File: config.mk
export PLATFORM = sky130hd
export DESIGN_NAME = cache_stage
export DESIGN_NICKNAME = d
export VERILOG_FILES = /design/src/rtl/cache_stage.sv
export SDC_FILE = /design/constraint.sdc
export NUM_CORES = 1
export LEC_CHECK = 0
export CAP_MARGIN = 20
export CORE_MARGIN = 5
export CORE_UTILIZATION = 60
export DETAILED_ROUTE_END_ITERATION = 6
export PLACE_DENSITY = 0.89
export SLEW_MARGIN = 40
export SYNTH_ARGS = -nofsm -noshare
export SYNTH_HDL_FRONTEND = slang
export SYNTH_SLANG_ARGS = --single-unit
File: constraint.sdc
create_clock -name clk -period 14.2 [get_ports clk]
set_input_delay 1.42 -clock clk [delete_from_list [all_inputs] [get_ports clk]]
set_output_delay 1.42 -clock clk [all_outputs]
set_load 0.05 [all_outputs]
File: src/rtl/cache_stage.sv
// cache_stage: data-cache pipeline stage feeding the write-back register.
// Direct-mapped, write-through, no-write-allocate; 4 x 16-bit words per line,
// filled over a req/ack memory port. Non-memory ops pass alu_result through.
// Optional feature macro: CACHE_STATS_EN adds saturating hit/miss counters.
module cache_stage #(
  parameter int LINES  = 4,
  parameter int ADDR_W = 16
) (
  input  logic        clk,
  input  logic        reset,
  input  logic        enable_cache,
  input  logic [15:0] alu_result,
  input  logic [15:0] store_data,
  input  logic        is_load,
  input  logic        is_store,
  input  logic        word_access,
  input  logic [2:0]  destReg_addr_input,
  input  logic        we_input,
  input  logic [1:0]  bp_input,
  output logic [15:0] cache_result,
  output logic [2:0]  destReg_addr_output,
  output logic        we_output,
  output logic [1:0]  bp_output,
  output logic        word_access_from_cache,
  output logic        cache_stall,
  output logic        mem_req,
  output logic        mem_we,
  output logic [15:0] mem_addr,
  output logic [15:0] mem_wdata,
  output logic [1:0]  mem_be,
  input  logic        mem_ack,
  input  logic [63:0] mem_rdata
`ifdef CACHE_STATS_EN
  ,
  output logic [15:0] hit_count,
  output logic [15:0] miss_count
`endif
);

  localparam int IDX_W = $clog2(LINES);
  localparam int TAG_W = ADDR_W - 3 - IDX_W;

  typedef enum logic [1:0] {IDLE, FILL, WRITE} state_t;

  state_t state_q, state_d;

  logic [63:0]      data_q [LINES];
  logic [TAG_W-1:0] tag_q  [LINES];
  logic [LINES-1:0] valid_q;

  logic [IDX_W-1:0] idx;
  logic [TAG_W-1:0] tag;
  logic [1:0]       word_off;
  logic             hit, load_op, store_op, fill_done, store_hit;
  logic [63:0]      line_sel, store_line;
  logic [15:0]      word_sel;

  assign idx      = alu_result[2+IDX_W:3];
  assign tag      = alu_result[ADDR_W-1:3+IDX_W];
  assign word_off = alu_result[2:1];
  assign hit      = valid_q[idx] && (tag_q[idx] == tag);
  // Both kinds high behaves as a store.
  assign load_op  = enable_cache & is_load & ~is_store;
  assign store_op = enable_cache & is_store;
  assign fill_done = (state_q == FILL) & mem_ack;
  assign store_hit = (state_q == IDLE) & store_op & hit;

  // Pass-through sideband; write enable suppressed while the stage is held.
  assign destReg_addr_output    = destReg_addr_input;
  assign bp_output              = bp_input;
  assign word_access_from_cache = word_access;
  assign we_output              = we_input & ~cache_stall;

  // Hold the pipeline on a load miss or any store until memory acknowledges.
  assign cache_stall = ((state_q == IDLE) & ((load_op & ~hit) | store_op))
                     | ((state_q != IDLE) & ~mem_ack);

  // Load data: the returning fill line bypasses the array in the ack cycle.
  always_comb begin
    // NOTE: every always_comb output gets a default first so no latch is inferred.
    line_sel     = fill_done ? mem_rdata : data_q[idx];
    word_sel     = line_sel[{word_off, 4'b0000} +: 16];
    cache_result = alu_result;
    if (load_op)
      cache_result = word_access ? word_sel
                                 : {8'h00, word_sel[{alu_result[0], 3'b000} +: 8]};
  end

  // Line image after merging a store hit's byte/word.
  always_comb begin
    store_line = data_q[idx];
    if (word_access)
      store_line[{word_off, 4'b0000} +: 16] = store_data;
    else
      store_line[{word_off, alu_result[0], 3'b000} +: 8] = store_data[7:0];
  end

  // Next-state: fill on load miss, write-through on every store.
  always_comb begin
    state_d = state_q;
    case (state_q)
      IDLE: begin
        if (store_op)               state_d = WRITE;
        else if (load_op && !hit)   state_d = FILL;
      end
      FILL, WRITE: if (mem_ack)     state_d = IDLE;
      default:                      state_d = IDLE;
    endcase
  end

  // State and registered memory request; request fields captured on entry.
  always_ff @(posedge clk) begin
    // NOTE: sequential state uses non-blocking assignments so all registers
    // update from the same pre-edge values.
    if (reset) begin
      state_q   <= IDLE;
      mem_req   <= 1'b0;
      mem_we    <= 1'b0;
      mem_addr  <= '0;
      mem_wdata <= '0;
      mem_be    <= '0;
    end else begin
      state_q <= state_d;
      mem_req <= (state_d != IDLE);
      if (state_q == IDLE && state_d != IDLE) begin
        mem_we    <= store_op;
        mem_addr  <= store_op ? alu_result : {alu_result[15:3], 3'b000};
        if (word_access) begin
          mem_wdata <= store_data;
          mem_be    <= 2'b11;
        end else begin
          mem_wdata <= alu_result[0] ? {store_data[7:0], 8'h00} : {8'h00, store_data[7:0]};
          mem_be    <= alu_result[0] ? 2'b10 : 2'b01;
        end
      end
    end
  end

  // Valid bits: cleared by reset, set when a fill completes.
  always_ff @(posedge clk) begin
    if (reset)          valid_q      <= '0;
    else if (fill_done) valid_q[idx] <= 1'b1;
  end

  // Data and tag arrays: line fill on ack, in-place merge on a store hit.
  always_ff @(posedge clk) begin
    // NOTE: the arrays are not reset; cleared valid bits make their contents
    // irrelevant, and the reset gate keeps an aborted fill from writing.
    if (!reset) begin
      if (fill_done) begin
        data_q[idx] <= mem_rdata;
        tag_q[idx]  <= tag;
      end else if (store_hit) begin
        data_q[idx] <= store_line;
      end
    end
  end

`ifdef CACHE_STATS_EN
  // Saturating load statistics: hits on lookup, misses on fill entry.
  always_ff @(posedge clk) begin
    if (reset) begin
      hit_count  <= '0;
      miss_count <= '0;
    end else if (state_q == IDLE && load_op) begin
      if (hit && hit_count != 16'hFFFF)
        hit_count <= hit_count + 16'd1;
      else if (!hit && miss_count != 16'hFFFF)
        miss_count <= miss_count + 16'd1;
    end
  end
`endif

endmodule
* Word level (Yosys, flattened, before mapping)
Memory sizes are Yosys's and may differ from the RTL's.
Index checks and enable logic that the tools add are counted.
** Word-level totals
- Register bits :: 42
- Bits in writable memories :: 300
- Input bits :: 109
- Output and inout port bits :: 60
- Word-level logic and storage cells :: 76
- Memories kept :: 2
** Operators by class
- $add $sub $neg :: 2
- Order comparisons :: 2
- Equal/unequal tests :: 3
- Shift-type cells :: 6
- Mux-type cells :: 27
- Bitwise operators :: 18
- Reductions and logical operators :: 9
** Memories
- data_q :: depth 4, width 64, rd ports 1, clocked after memory_dff 0, wr ports 1, RTL line 47 : logic [63:0] data_q [LINES];
- tag_q :: depth 4, width 11, rd ports 1, clocked after memory_dff 0, wr ports 1, RTL line 48 : logic [TAG_W-1:0] tag_q [LINES];
** Operators by type and width (number)
- 2-to-1 mux 64 bit :: 3
- bitwise mux 64 bit :: 2
- 2-to-1 mux 16 bit :: 4
- variable shift 16 x 8 -> 64 bit, first input constant :: 1
- variable shift 8 x 8 -> 64 bit, first input constant :: 1
- variable part select 16 x 8 -> 64 bit :: 1
- variable part select 64 x 7 -> 16 bit :: 1
- variable part select 8 x 8 -> 64 bit :: 1
- negator 6 -> 8 bit :: 2
- variable part select 16 x 5 -> 8 bit :: 1
- == test 11 bit :: 1
- AND 1 bit :: 10
- 2-to-1 mux 2 bit :: 5
- 2-to-1 mux 1 bit :: 9
- logical AND 1 bit :: 4
- NOT 1 bit :: 4
- OR 4 bit :: 1
- case mux 2 bit (2 select lines) :: 1
- nonzero test 2 bit :: 2
- < comparator 2 x 3 -> 1 bit, second input constant :: 1
- 2-to-1 mux 3 bit :: 1
- OR 1 bit :: 3
- binary-select mux 1 bit (select 2 bit) :: 1
- demux 1 bit (select 2 bit) :: 1
- other kinds (6) :: 6

* Longest topological paths before layout
- Depth in word-level cells :: 10
- Gate-level depth with buffers :: 13
- Gate-level depth less buffers :: 10

* Worst setup path before layout
Ideal clock, no wire load.
- Kind :: input -> register
- Start :: input alu_result[3]
- End :: memory data_q[0][0] (enable)
- Library setup time :: 0.581 ns
- Arrival time :: 7.855 ns
- Required time :: 13.619 ns
- Path slack :: 5.763 ns
- Stages on the path :: 9
- Path buffers :: 3
- Cell sequence :: buf_6 -> buf_6 -> mux4_2 -> xnor2_1 -> nand4_1 -> a2111oi_4 -> nand4_2 -> clkbuf_1 -> a211oi_1
** Between the ends
- Word-level cells in the longest chain between the ends :: 9
- Elaborated cells between the ends (all ways) :: 11
- Classes of those cells :: 1 x eq/ne; 6 x mux; 2 x bitwise; 1 x reduce/logical; 1 x memory
** RTL lines
- from (decl) :: RTL line 12 : input logic [15:0] alu_result,
- memory read (4 x 11 bit) / binary-select mux 1 bit (select 2 bit) (equally long branches)
- == test 11 bit / 2-to-1 mux 1 bit (equally long branches) :: RTL line 61 : assign hit = valid_q[idx] && (tag_q[idx] == tag);
- logical AND 1 bit :: RTL line 61
- AND 1 bit :: RTL line 66 : assign store_hit = (state_q == IDLE) & store_op & hit;
- 2-to-1 mux 1 bit :: RTL line 153 : end else if (store_hit) begin
- 2-to-1 mux 1 bit :: RTL line 150 : if (fill_done) begin
- 2-to-1 mux 1 bit :: RTL line 149 : if (!reset) begin
- 2-to-1 mux 1 bit (implied by the code) :: RTL line 154 : data_q[idx] <= store_line;
- OR 1 bit (no line)
- to (decl) :: RTL line 47
Parallel ways exist; a longest one is shown, timed or not. The select of a mux whose other input is x is not followed.

* Final worst setup path
- Start :: input alu_result[3]
- End :: output cache_result[3]
** Between the ends
- Word-level cells in the longest chain between the ends :: 6
** RTL lines
- memory read (4 x 64 bit)
- 2-to-1 mux 64 bit :: RTL line 81 : line_sel = fill_done ? mem_rdata : data_q[idx];
- variable part select 64 x 7 -> 16 bit :: RTL line 82 : word_sel = line_sel[{word_off, 4'b0000} +: 16];
- variable part select 16 x 5 -> 8 bit :: RTL line 86 : : {8'h00, word_sel[{alu_result[0], 3'b000} +: 8]};
- 2-to-1 mux 16 bit :: RTL line 85 : cache_result = word_access ? word_sel
- 2-to-1 mux 16 bit (*) :: RTL line 84 : if (load_op)
- to (decl) :: RTL line 20 : output logic [15:0] cache_result,
Mark *: on every way between the ends. The rest lies on a longest branch, timed or not.

==> results by group <==
Placement
  • Dpl ws: 7.31 ns
  • Post-DP HPWL: 32000 µm
  • Number of buffers added on ports: 158
  • Final GP Congestion: 0.877

Timing
  • Final hold vios: 0
  • Slew Limit Fails: 0
  • Setup violators final: 0
  • Final setup TNS: 0 ns
  • Tmin final: 6.72 ns
  • Clk_skew: 0.0234 ns
  • Max-slew headroom: 38.6%
  • RSZ-0062 raised after global routing: false
  • Fin worst setup slack: 7.48 ns
  • Least-Margin Pin Slew: 0.920 ns
  • Max Freq: 149 MHz
  • Hold WS: 0.455 ns
  • Tcrit/Tclk final: 47.3%

Layout
  • Final core utilization: 71.3%
  • Area grow syn2layout: 17.6%
  • Layout Nets: 1531
  • Antenna cells: 0
  • Multi-input gate area: 6970 µm²
  • Share of cells above drive strength 1: 15.5%
  • Fillers: 1713
  • Sequential Area: 9850 µm²

Power and ir drop
  • Cell Pwr Density: 117 nW/µm²
  • VDD IR-drop max: 0.0618 mV
  • Power Total: 2.38 mW
  • Leakage: 6.89 nW

Hold path
  • Worst Hold Path Cells: 1
  • Hold Path Class: register to register
  • Worst hold start: valid_q[2]$_SDFFE_PP0P_
  • Endpoint with the worst hold slack: valid_q[2]$_SDFFE_PP0P_

Clocking
  • Htree depth: 2
  • Clock sinks: 342
  • Root Buffer Master: clkbuf_16
  • Clock-pin slew on the worst setup and hold paths: 0.06 ns
  • Clk_lat worst skew: 0.53 ns
  • CTS Buf Count: 35
  • CTS tree: yes
  • # resized after CTS: 0
  • Hold buffers post-CTS: 0
  • Buffer depth of the longest clock path: 3
  • Setup fix buffers added after clock tree synthesis: 0

Drt
  • Final ANT Viol Nets: 0
  • Vias post-DR: 12938
  • Routed WL: 50900 µm
  • Via density: 7.11
  • Routed len/inst: 28.0 µm
  • DRC: 3
  • Drt first-iter violations: 1858
  • DR pass1 iterations: 7

Worst setup path
  • CP arrival: 5.30 ns
  • WP data required: 12.78 ns
  • Critical Path Start Type: input port
  • CP Cell Sequence: buf_6 -> buf_6 -> mux4_2 -> mux4_2 -> mux2i_1 -> nand2_1 -> nand3_1 -> nand2_1 -> clkdlybuf4s50_1
  • Worst-path maximum fanout: 44
  • CP Capture Type: primary output
  • R2R setup slack: 10.44 ns
  • Crit path kind: input port to primary output
  • Reg-to-reg startpoint: tag_q[3][7]$_DFFE_PP_
  • CP max stage cell: clkdlybuf4s50_1
  • CP peak stage delay: 0.69 ns
  • Crit Reg-Reg Endpoint: data_q[0][46]$_DFFE_PP_
  • Worst reg2reg path depth: 7

GRT
  • Vias in the first global route: 12813
  • GRT Util Overall: 30.3%
  • Overflow after GRT: 0
  • Pin count of the biggest net entering global routing: 83
  • First-pass GRT wire length: 76300 µm
  • Initial antenna violation count: 1

Synth
  • Mapped cell area: 17300 µm²
  • Synth Register Bits: 342
  • Top-count cell post-synth: edfxtp_1
  • EDFF count, synth: 300
  • Synth area leader: edfxtp_1
  • Sequential-to-total area share from yosys stat: 56.9%
  • Distinct cells, synth: 57
  • Syn_nets: 1429
  • Async S/R FF share, synth: 0%
  • Ys Warns: 0
  • Synth top cells by count: 300 x edfxtp_1, 181 x nand2_1, 106 x mux4_2, 86 x clkbuf_1, 80 x o21ai_0
  • Top-area cell type share of the netlist area: 52.1%
  • Ys flop type: edfxtp_1
  • Syn Area/Cell: 13.2 µm²
  • Synth Instances: 1307
  • Area contributors post-synth: edfxtp_1 52%, mux4_2 14%, dfxtp_1 4.9%

Floorplan
  • Initial Util: 60.6%
  • Die area: 32300 µm²
  • Row count: 62
  • Die Ht: 180 µm
  • Die width: 180 µm
  • Core Area: 28500 µm²
  • IO Pins: 169

Flow run
  • Max-Cap Viols: 0

Status
  • Failing checks: design-rule violations
  • Status: finished with violations
## through the flow
step	instance area, µm²	cells
4_1_cts	20300	1817
3_5_place_dp	19100	1754
2_1_floorplan	17300	1307
5_1_grt	20300	1819
6_report	20300	1819
3_3_place_gp	19100	1750
## critical path: cells and delay by family
family	cells	cell delay, ns
AND/OR/NAND/NOR	3	0.30
buffers and inverters	3	1.73
multiplexers	3	1.74
## cell usage in the layout (no fill, tap or decap), types with 8 or more instances in the layout
master,count
a22oi_1,34
edfxtp_1,300
ha_1,13
a22o_1,8
buf_6,11
nand2_1,180
o21ai_0,80
a31oi_1,23
dfxtp_1,42
nor2b_1,13
inv_1,22
a211oi_2,9
mux2i_1,55
buf_4,13
o31a_1,8
mux4_2,106
xnor2_1,11
nand3_1,25
nor2_1,55
o2bb2ai_1,10
clkbuf_16,38
a211oi_1,53
a21o_1,37
clkdlybuf4s50_1,154
a21oi_1,34
## flip-flops by register name, indices dropped and copies added (netlist names)
signal,count
mem_we,1
mem_req,1
valid_q,4
mem_addr,16
mem_be,2
tag_q,44
data_q,256
mem_wdata,16
state_q,2
## cell type report
type                            instances  share of cell area [%]
Sequential cell                       342                    48.4
Multi-Input combinational cell        824                    34.3
Timing Repair Buffer                  181                    8.86
Clock buffer                           45                    4.86
Tap cell                              384                    2.36
Clock inverter                         18                   0.763
Inverter                               25                   0.461
## routing by layer
metal  global-route usage, %  share of wire, %  vias up
met5                       0             0.026        -
met2                    47.8                46     1165
met1                    40.0                34     6193
met3                    7.01                13      283
met4                    15.1               6.4        2
li1                        -                 -     5295
## worst max-delay path by stage
stage	start	depth (start not counted)	slack (ns)	to
final	alu_result[3]	9	7.48	cache_result[3]
after floorplan	alu_result[3]	9	5.76	data_q[0][0]$_DFFE_PP_
after CTS	alu_result[3]	9	7.30	cache_result[3]
after global routing	alu_result[3]	9	7.31	cache_result[3]
after global placement	alu_result[3]	9	7.18	cache_result[3]
after detailed placement	alu_result[3]	9	7.31	cache_result[3]
## logic make-up (layout without fill, tap and decap cells)
family                   count (synthesis)  in the layout  synth area share, %
flip-flops                             342            342                 56.9
multiplexers                           164            164                 17.2
adder cells (fa/ha/maj)                 13             13                0.940
AND/OR/NAND/NOR                        322            322                 8.25
XOR/XNOR                                13             13                0.658
AO/OA/AOI/OAI                          312            312                 12.5
buffers and inverters                  141            269                 3.52
## report_power, final
group | switching, mW | internal [mW] | total (mW) | leakage, nW
Clock | 0.378 | 0.532 | 0.910 | 0.565
Sequential | 0.00809 | 1.10 | 1.11 | 3.04
Combinational | 0.220 | 0.134 | 0.354 | 3.29
Note: power is estimated with default switching activity, not from simulation.
